`src/rtl/game_event_pkg.sv`:
```
//============================================================================
// Module      : game_event_pkg
// Description : Shared event-word layout, type codes and handshake states.
// Revision    : 1.0
//============================================================================
`default_nettype none

package game_event_pkg;

   localparam int EVT_W     = 16;
   localparam int TYPE_MSB  = 15;
   localparam int TYPE_LSB  = 14;
   localparam int IDX_MSB   = 13;
   localparam int IDX_LSB   = 10;
   localparam int STAMP_MSB = 9;
   localparam int STAMP_LSB = 0;

   typedef enum logic [1:0] {
      EVT_NONE  = 2'b00,
      EVT_ALIEN = 2'b01,
      EVT_SHIP  = 2'b10,
      EVT_FIRE  = 2'b11
   } evt_type_t;

   typedef enum logic [1:0] {
      IDLE     = 2'b00,
      PRESENT  = 2'b01,
      WAIT_LOW = 2'b10
   } hs_state_t;

   function automatic logic [EVT_W-1:0] pack_evt(
      input evt_type_t                    etype,
      input logic [IDX_MSB-IDX_LSB:0]     idx,
      input logic [STAMP_MSB-STAMP_LSB:0] stamp
   );
      return {etype, idx, stamp};
   endfunction

endpackage

`default_nettype wire

```
`src/rtl/event_fifo.sv`:
```
//============================================================================
// Module      : event_fifo
// Description : Synchronous FIFO; head_data always shows the oldest entry.
// Revision    : 1.0
//============================================================================
`default_nettype none

module event_fifo #(
   parameter int DEPTH = 16,
   parameter int WIDTH = 16
) (
   input  logic                     clk,
   input  logic                     rst,
   input  logic                     push,
   input  logic [WIDTH-1:0]         push_data,
   input  logic                     pop,
   output logic [WIDTH-1:0]         head_data,
   output logic [$clog2(DEPTH):0]   count,
   output logic                     full,
   output logic                     empty
);

   localparam int                c_aw   = $clog2(DEPTH);
   localparam logic [c_aw:0]     c_full = (c_aw+1)'(DEPTH);

   logic [WIDTH-1:0] r_mem [DEPTH];
   logic [c_aw-1:0]  r_wr_ptr;
   logic [c_aw-1:0]  r_rd_ptr;
   logic [c_aw:0]    r_count;
   logic             w_do_push;
   logic             w_do_pop;

   assign full      = (r_count == c_full);
   assign empty     = (r_count == '0);
   assign count     = r_count;
   assign head_data = r_mem[r_rd_ptr];
   assign w_do_push = push & ~full;
   assign w_do_pop  = pop & ~empty;

   always_ff @(posedge clk) begin
      if (w_do_push) r_mem[r_wr_ptr] <= push_data;
   end

   always_ff @(posedge clk) begin
      if (rst) begin
         r_wr_ptr <= '0;
         r_rd_ptr <= '0;
         r_count  <= '0;
      end else begin
         if (w_do_push) r_wr_ptr <= r_wr_ptr + 1'b1;
         if (w_do_pop)  r_rd_ptr <= r_rd_ptr + 1'b1;
         case ({w_do_push, w_do_pop})
            2'b10:   r_count <= r_count + 1'b1;
            2'b01:   r_count <= r_count - 1'b1;
            default: r_count <= r_count;
         endcase
      end
   end

endmodule

`default_nettype wire

```
`src/rtl/game_event_reporter.sv`:
```
//============================================================================
// Module      : game_event_reporter
// Description : Frame-stamped gameplay event capture, FIFO and valid/ack PIO.
// Revision    : 1.0
//============================================================================
`default_nettype none

module game_event_reporter
   import game_event_pkg::*;
#(
   parameter int DEPTH   = 16,
   parameter int STAMP_W = 10
) (
   input  logic                   Clk,
   input  logic                   Reset,
   input  logic                   frame_clk,
   input  logic                   alien_hit,
   input  logic [3:0]             alien_idx,
   input  logic                   ship_hit,
   input  logic                   missile_fire,
   output logic [EVT_W-1:0]       evt_data,
   output logic                   evt_valid,
   input  logic                   evt_ack,
   output logic [$clog2(DEPTH):0] fifo_count,
   output logic [7:0]             drop_count,
   output logic [STAMP_W-1:0]     frame_count
);

   logic               r_fclk_d1, r_fclk_d2;
   logic [STAMP_W-1:0] r_frame_count;
   logic               r_alien_pend, r_ship_pend, r_fire_pend;
   logic [STAMP_W-1:0] r_alien_stamp, r_ship_stamp, r_fire_stamp;
   logic [3:0]         r_alien_idx;
   logic [7:0]         r_drop_count;
   logic [EVT_W-1:0]   r_evt_data;
   logic               r_evt_valid;
   hs_state_t          r_state, w_state_next;

   logic               w_push, w_full, w_empty, w_load;
   logic [EVT_W-1:0]   w_push_data, w_head;
   logic               w_clr_alien, w_clr_ship, w_clr_fire;
   logic               w_drop_alien, w_drop_ship, w_drop_fire;
   logic [1:0]         w_drop_n;
   logic [8:0]         w_drop_sum;

   assign w_push      = (r_alien_pend | r_ship_pend | r_fire_pend) & ~w_full;
   assign w_clr_alien = w_push & r_alien_pend;
   assign w_clr_ship  = w_push & ~r_alien_pend & r_ship_pend;
   assign w_clr_fire  = w_push & ~r_alien_pend & ~r_ship_pend & r_fire_pend;

   // A pulse only collides when its slot is full and not draining this cycle.
   assign w_drop_alien = alien_hit    & r_alien_pend & ~w_clr_alien;
   assign w_drop_ship  = ship_hit     & r_ship_pend  & ~w_clr_ship;
   assign w_drop_fire  = missile_fire & r_fire_pend  & ~w_clr_fire;
   assign w_drop_n     = {1'b0, w_drop_alien} + {1'b0, w_drop_ship} + {1'b0, w_drop_fire};
   assign w_drop_sum   = {1'b0, r_drop_count} + {7'b0, w_drop_n};

   always_comb begin
      w_push_data = pack_evt(EVT_NONE, 4'd0, 10'd0);
      if (r_alien_pend)     w_push_data = pack_evt(EVT_ALIEN, r_alien_idx, r_alien_stamp);
      else if (r_ship_pend) w_push_data = pack_evt(EVT_SHIP, 4'd0, r_ship_stamp);
      else if (r_fire_pend) w_push_data = pack_evt(EVT_FIRE, 4'd0, r_fire_stamp);
   end

   event_fifo #(.DEPTH(DEPTH), .WIDTH(EVT_W)) u_fifo (
      .clk       (Clk),
      .rst       (Reset),
      .push      (w_push),
      .push_data (w_push_data),
      .pop       (w_load),
      .head_data (w_head),
      .count     (fifo_count),
      .full      (w_full),
      .empty     (w_empty)
   );

   always_ff @(posedge Clk) begin
      if (Reset) begin
         r_fclk_d1     <= 1'b0;
         r_fclk_d2     <= 1'b0;
         r_frame_count <= '0;
         r_alien_pend  <= 1'b0;
         r_ship_pend   <= 1'b0;
         r_fire_pend   <= 1'b0;
         r_alien_stamp <= '0;
         r_ship_stamp  <= '0;
         r_fire_stamp  <= '0;
         r_alien_idx   <= '0;
         r_drop_count  <= '0;
      end else begin
         r_fclk_d1 <= frame_clk;
         r_fclk_d2 <= r_fclk_d1;
         if (r_fclk_d1 & ~r_fclk_d2) r_frame_count <= r_frame_count + 1'b1;

         if (alien_hit && !w_drop_alien) begin
            r_alien_pend  <= 1'b1;
            r_alien_stamp <= r_frame_count;
            r_alien_idx   <= alien_idx;
         end else if (w_clr_alien) r_alien_pend <= 1'b0;

         if (ship_hit && !w_drop_ship) begin
            r_ship_pend  <= 1'b1;
            r_ship_stamp <= r_frame_count;
         end else if (w_clr_ship) r_ship_pend <= 1'b0;

         if (missile_fire && !w_drop_fire) begin
            r_fire_pend  <= 1'b1;
            r_fire_stamp <= r_frame_count;
         end else if (w_clr_fire) r_fire_pend <= 1'b0;

         r_drop_count <= w_drop_sum[8] ? 8'hFF : w_drop_sum[7:0];
      end
   end

   always_comb begin
      w_state_next = r_state;
      w_load       = 1'b0;
      case (r_state)
         IDLE: if (!w_empty) begin
            w_load       = 1'b1;
            w_state_next = PRESENT;
         end
         PRESENT:  if (evt_ack)  w_state_next = WAIT_LOW;
         WAIT_LOW: if (!evt_ack) w_state_next = IDLE;
         default:  w_state_next = WAIT_LOW;
      endcase
   end

   always_ff @(posedge Clk) begin
      if (Reset) begin
         r_state     <= WAIT_LOW;
         r_evt_valid <= 1'b0;
         r_evt_data  <= '0;
      end else begin
         r_state <= w_state_next;
         if (w_load) begin
            r_evt_data  <= w_head;
            r_evt_valid <= 1'b1;
         end else if (r_state == PRESENT && evt_ack) begin
            r_evt_valid <= 1'b0;
         end
      end
   end

   assign evt_data    = r_evt_data;
   assign evt_valid   = r_evt_valid;
   assign drop_count  = r_drop_count;
   assign frame_count = r_frame_count;

endmodule

`default_nettype wire

```
`config.mk`:
```
export PLATFORM = sky130hd
export DESIGN_NAME = game_event_reporter
export DESIGN_NICKNAME = d
export VERILOG_FILES = /design/src/rtl/game_event_pkg.sv /design/src/rtl/event_fifo.sv /design/src/rtl/game_event_reporter.sv
export SDC_FILE = /design/constraint.sdc
export NUM_CORES = 1
export LEC_CHECK = 0
export BUFFER_PORTS_ARGS = -buffer_cell sky130_fd_sc_hd__clkbuf_2
export CAP_MARGIN = 20
export CELL_PAD_IN_SITES_DETAIL_PLACEMENT = 1
export CELL_PAD_IN_SITES_GLOBAL_PLACEMENT = 2
export CORE_ASPECT_RATIO = 0.7
export CORE_UTILIZATION = 41
export DETAILED_ROUTE_END_ITERATION = 7
export PLACE_DENSITY_LB_ADDON = 0.1
export SYNTH_ARGS = -nofsm -noshare
export SYNTH_HDL_FRONTEND = slang
export SYNTH_SLANG_ARGS = --single-unit
```
`constraint.sdc`:
```
create_clock -name Clk -period 2.9 [get_ports Clk]
set_clock_uncertainty 0.1 [all_clocks]
set_input_delay 0.435 -clock Clk [delete_from_list [all_inputs] [get_ports Clk]]
set_output_delay 0.435 -clock Clk [all_outputs]
set_load 0.02 [all_outputs]
```
==> results.yml, run 1 <==
critical_path:
  end_kind: "flop"
  reg2reg_from: "u_fifo.count[3]"
  cp_max_fo: 4
  critPathArrivalTime_ps: 3260
  worstPathRequired_ps: 3190
  r2r-end: "drop_count[0]"
  r2r_slack_ps: -60
  rr_worst_depth: 14
  setup.worst_path.start_class: "flop"
  crit_type: "reg2reg"
run_status:
  failed_checks: "design-rule violations, negative setup slack"
  status: "complete, but fails checks"
pwr:
  switchingPower_mw: 3.19
  switching_share_pct: 26.5
  p_int_mw: 8.84
  vdd_drop_max_v: 0.000475
  power_frac_seq_pct: 47.4
  leakage_nw: 5.37
  p_clk_share_pct: 35.5
  powerDensity_nw_per_um2: 755
  p_comb_share_pct: 17.0
global_route:
  overflow: 0
  grt_pass1_wl_um: 51800
  grt_use_total_pct: 20.4
  grt_max_degree: 76
  grt_pass1_vias: 8678
  antenna_found_initial: 0
die:
  start_util_pct: 41.9
  rows: 55
  dieWidth_um: 220
  dieArea_um2: 33900
  die_h_um: 154
  ios: 51
  core_area_um2: 32500
final_layout:
  nFillCells: 3178
  insertedDiodeCount: 0
  area_growth_pct: 17.2
  final_cell_area_um2: 15900
  nets: 1050
  fin_util_pct: 49.1
  drive_gt1_share_pct: 23.4
drt:
  totalWireLength_um: 33500
  drc: 2
  drt-pass1-iter-count: 6
  wl_per_cell_um: 22.7
  vias: 8015
  first_iter_violations: 426
  routed_via_density: 5.43
  detail-route-antenna-nets: 0
yosys:
  yosysUniqueCellTypes: 48
  yosysTopAreaCellShare_pct: 56.5
  async_flop_share_pct: 0
  synthCells: 910
  syn_area_um2: 13600
  synth_area_leaders: "edfxtp_1 (57%), dfxtp_1 (13%), mux2i_1 (6.4%)"
  ys_seq_area_share_pct: 69.6
  yosysWarnings: 0
  yosys.area.top_type: "edfxtp_1"
  avgSynthCellArea_um2: 14.9
  syn-num-nets: 936
  yosys_most_used_dff: "edfxtp_1"
  synth_edf_count: 256
  yosys_register_bits: 345
clocking:
  root_buffer: "clkbuf_16"
  path_clk_slew_ps: 60
  cts_tree: "built"
  cts_buffers: 36
  clockBufferDepth: 3
  cts_max_level: 2
  clk_latency_ps: 520
  cts_hold_buf: 0
  clock_sinks: 345
place:
  dp_hpwl_um: 21300
  globalplace.congestion: 0.787
  io_buffers: 50
  dpl_cell_area_um2: 14600
  place_ws_ps: -185
hold_path:
  hp-class: "in2reg"
  min_from: "frame_clk"
  hold_path_end: "r_fclk_d1"
  whs_path_depth: 2
sta:
  hold_viol: 0
  tightest_slew_ps: 997
  max_clock_freq_mhz: 337
  finalWorstSetupSlack_ps: -64.5
  fin_crit_sh_pct: 102
  whs_ps: 32.9
  setup_viol: 6
  fin_crit_ps: 2960
  maxSlewViolCount: 0
  rsz0062_at_grt: "true"
  relSlewSlack_pct: 33.3
flow_run:
  cap_viol_max_count: 0
==> cells by family (layout without fill, tap and decap cells) <==
group                    Yosys count  count (layout)  synth area share [%]
buffers and inverters             68             208                  2.54
XOR/XNOR                          19              19                  1.22
flip-flops                       345             345                  69.6
adder cells (fa/ha/maj)           15              15                  1.55
AO/OA/AOI/OAI                    130             130                  6.40
AND/OR/NAND/NOR                  213             213                  6.87
multiplexers                     120             120                  11.8
==> power by group through the flow <==
stage | Combinational (mW) | Clock, mW | Sequential [mW]
global placement | 1.85 | 0 | 5.79
finish | 2.05 | 4.27 | 5.71
global route | 2.20 | 4.55 | 5.73
detailed placement | 1.89 | 0 | 5.81
floorplan | 1.14 | 0 | 5.88
CTS | 1.98 | 4.39 | 5.71
==> worst max path at each step <==
stage                     from               to  slack, ps  cells after the start
6_report       u_fifo.count[3]    drop_count[0]        -60                     14
5_1_grt        u_fifo.count[3]    drop_count[7]       -210                     14
4_1_cts        u_fifo.count[0]    drop_count[7]        -50                     14
3_5_place_dp   u_fifo.count[3]  u_fifo.count[4]       -190                     12
3_3_place_gp   u_fifo.count[3]    drop_count[7]         -5                     13
2_1_floorplan  u_fifo.count[3]    drop_count[7]        -40                     12
==> state kept, by name, summed over array words and instances (netlist names) <==
name             flops
drop_count           8
evt_data            16
evt_valid            1
frame_count         10
r_alien_idx          4
r_alien_pend         1
r_alien_stamp       10
r_fclk_d1            1
r_fclk_d2            1
r_fire_pend          1
r_fire_stamp        10
r_ship_pend          1
r_ship_stamp        10
r_state              2
u_fifo.count         5
u_fifo.r_mem       256
u_fifo.r_rd_ptr      4
u_fifo.r_wr_ptr      4
==> per-stage QoR <==
stage | total power [mW] | std cells | setup TNS [ps]
after floorplan | 7.03 | 910 | -38.6
after global placement | 7.64 | 1390 | -5.30
after detailed placement | 7.71 | 1390 | -823
after CTS | 12.1 | 1473 | -136
after global routing | 12.5 | 1477 | -1310
final | 12.0 | 1477 | -257
==> final cells by class <==
cell class / count / area [um2] / share of cell area (%)
Tap cell: 427 / 534 / 3.35
Clock inverter: 12 / 60.1 / 0.377
Clock buffer: 52 / 1010 / 6.35
Sequential cell: 345 / 9490 / 59.5
Inverter: 16 / 60.1 / 0.377
Timing Repair Buffer: 128 / 901 / 5.65
Multi-Input combinational cell: 497 / 3880 / 24.4
==> cell usage after synthesis, types with 15 or more instances <==
library cell,n
nand2_1,74
clkbuf_1,20
nor2_1,88
buf_2,16
o22ai_1,32
a311oi_1,15
mux2i_1,87
inv_1,16
o21ai_0,15
mux4_2,32
edfxtp_1,256
a211oi_1,15
a21oi_1,32
dfxtp_1,89
==> critical path, cell delays in order (launching register included) <==
cell	delay, ps
dfxtp_4	350
nor4_4	300
buf_4	190
a211oi_4	70
nor2_2	140
nand2_1	90
fa_1	490
inv_1	50
ha_2	190
fa_2	350
and3_4	190
nand2_4	80
nor2_1	70
nor2_1	120
nor2_1	60
==> metal layers <==
metal / vias up / share of wire [%] / GRT usage (%)
met1: 4185 / 48 / 28.8
met3: 50 / 3.1 / 3.13
met5: - / 0 / 0
li1: 3667 / - / -
met4: 0 / 2.1 / 5.85
met2: 113 / 47 / 32.7
==> placed cells by master, fill, tap and decap left out, types with 13 or more instances in the layout <==
cell type,instances
clkbuf_16,37
a311oi_1,15
a21oi_1,31
a211oi_1,15
mux4_2,32
inv_1,16
nand2_1,72
clkbuf_2,49
o21ai_0,13
edfxtp_1,256
xor2_1,13
o22ai_1,32
buf_4,74
nor2_1,86
mux2i_1,87
dfxtp_1,82
==> timing repair <==
item,4_1_cts,5_1_grt
setup endpoints to repair,9,10
hold endpoints to repair,0,0
buffers inserted,19,6
gates resized for setup,4,9
pin swaps,4,6
(Power assumes the default switching activity.)
==> inputs of run 2 (changes only) <==
--- a/config.mk
+++ b/config.mk
@@ -12,7 +12,7 @@
 export CORE_ASPECT_RATIO = 0.7
 export CORE_UTILIZATION = 41
 export DETAILED_ROUTE_END_ITERATION = 7
-export PLACE_DENSITY_LB_ADDON = 0.1
+export PLACE_DENSITY = 0.81
 export SYNTH_ARGS = -nofsm -noshare
 export SYNTH_HDL_FRONTEND = slang
 export SYNTH_SLANG_ARGS = --single-unit
==> run 2 against run 1 <==
Against the previous run:
- the run still ends with design-rule violations, negative setup slack left
- critical endpoint is now drop_count[7]
- combinational power is 7% lower
- cell count down 1.1%
- sequential power hardly changed
==> results.yml, run 2 (synthesis gave the netlist of run 1 again) <==
final_layout:
  fin_util_pct: 48.6
  drive_gt1_share_pct: 22.4
  largest_reg_flops: 256
  largest_register: "u_fifo.r_mem"
  layout_common_cells: "edfxtp_1 (256), nor2_1 (87), mux2i_1 (87)"
  regArea_um2: 9490
  nets: 1035
  final_common_cell: "edfxtp_1"
  multiInputGateArea_um2: 3850
  area_growth_pct: 16.2
  insertedDiodeCount: 0
  nFillCells: 3232
clocking:
  cts_tree: "built"
  clk_latency_ps: 530
  clock_sinks: 345
  cts_buffers: 34
  clockBufferDepth: 3
  root_buffer: "clkbuf_16"
  path_clk_slew_ps: 70
  cts_max_level: 2
  cts_hold_buf: 0
sta:
  hold_viol: 0
  setup_viol: 2
  fin_crit_ps: 2950
  finalWorstSetupSlack_ps: -49.5
  tightest_slew_ps: 670
  fin_crit_sh_pct: 102
  maxSlewViolCount: 0
  max_clock_freq_mhz: 339
  rsz0062_at_grt: "true"
  relSlewSlack_pct: 55.2
critical_path:
  setup.worst_path.start_class: "flop"
  critical_path.endpoint: "drop_count[7]"
  worstPathRequired_ps: 3200
  critPathArrivalTime_ps: 3250
  crit_type: "reg2reg"
  r2r-end: "drop_count[7]"
  cp-startpoint: "u_fifo.count[3]"
  rr_worst_depth: 13
  cp_max_fo: 5
  reg2reg_from: "u_fifo.count[3]"
  end_kind: "flop"
  r2r_slack_ps: -50
drt:
  detail-route-antenna-nets: 0
  dr_wl_met3_um: 1680
  drc: 4
  topRoutingLayerUsed: "met4"
  wl_per_cell_um: 22.0
  vias: 7911
  totalWireLength_um: 32200
  first_iter_violations: 638
  drt-pass1-iter-count: 6
  m1WireLength_um: 15800
  wl_met2_um: 14200
  routed_via_density: 5.41
place:
  place_ws_ps: -61.3
  globalplace.congestion: 0.759
  dp_hpwl_um: 20200
  io_buffers: 50
pwr:
  p_int_mw: 8.80
  powerDensity_nw_per_um2: 757
  switching_share_pct: 26.4
  power_mw: 12.0
  vdd_drop_max_v: 0.000612
  p_comb_share_pct: 15.9
  switchingPower_mw: 3.15
  power_frac_seq_pct: 47.8
  p_clk_share_pct: 36.3
  leakage_nw: 5.30
die:
  ios: 51
  dieArea_um2: 33900
  start_util_pct: 41.9
  rows: 55
  die_h_um: 154
  dieWidth_um: 220
  core_area_um2: 32500
flow_run:
  cap_viol_max_count: 0
global_route:
  grt_max_degree: 62
  overflow: 0
  antenna_found_initial: 0
  grt_pass1_vias: 8094
  grt_pass1_wl_um: 49000
  grt_use_total_pct: 19.4
run_status:
  failed_checks: "design-rule violations, negative setup slack"
  status: "complete, but fails checks"
hold_path:
  hp-class: "in2reg"
-- run 2: cell count changes in the layout (fill, tap and decap cells not counted), sizes merged --
cell,delta
bufinv,+2
clkinv,+1
clkbuf,-8
buf,-13
inv,+1
clkinvlp,+1
-- run 2: worst min path at each step --
stage                           from                to  depth (start not counted)
CTS                        frame_clk         r_fclk_d1                          2
detailed placement  r_alien_stamp[9]  r_alien_stamp[9]                          2
finish                     frame_clk         r_fclk_d1                          2
global route               frame_clk         r_fclk_d1                          2
floorplan                  r_fclk_d1         r_fclk_d2                          1
global placement           r_fclk_d1         r_fclk_d2                          1
-- run 2: layout make-up --
class	instances	area share (%)
sequential	345	60.0
clock inverter	17	0.879
clock buffer	44	5.95
inverter	16	0.380
multi-input combinational	497	24.4
timing repair buffer	115	5.00
tap	427	3.38
-- run 2: metrics by stage --
| stage | cell area, um2 | hold WS, ps | setup TNS, ps | instances |
|---|---|---|---|---|
| 2_1_floorplan | 13700 | 330 | -38.6 | 910 |
| 3_3_place_gp | 14700 | 339 | 0 | 1392 |
| 3_5_place_dp | 14700 | 348 | -135 | 1392 |
| 4_1_cts | 15800 | 13.7 | 0 | 1457 |
| 5_1_grt | 15800 | 27.2 | -1100 | 1461 |
| 6_report | 15800 | 30.8 | -86.3 | 1461 |
-- run 2: what timing repair did --
action                     CTS  global route
gates resized for setup      0             5
cloned                       0             0
setup endpoints to repair    7             9
setup buffers                4             3
pin swaps                    4             5
-- run 2: layer usage --
metal / global-route usage (%) / up-vias
met5: 0 / -
met4: 4.60 / 0
met3: 3.42 / 42
met2: 29.2 / 182
met1: 29.0 / 4058
li1: - / 3629
-- run 2: worst max-delay path: stages, from the launching register on --
cell      delay (ps)
dfxtp_4          360
nor4_4           380
a211oi_2         130
nor2_1           190
nand2_1           90
fa_1             480
inv_1             40
ha_2             190
fa_2             360
and3_4           180
nand2_4           70
nand2_1           50
mux2i_1          130
nor2_1            50
-- run 2: power groups by stage --
stage | Clock (mW) | Sequential (mW) | Combinational [mW]
final | 4.34 | 5.71 | 1.90
after global placement | 0 | 5.80 | 1.83
after detailed placement | 0 | 5.82 | 1.87
after CTS | 4.43 | 5.71 | 1.90
after global routing | 4.59 | 5.74 | 2.06
after floorplan | 0 | 5.88 | 1.14
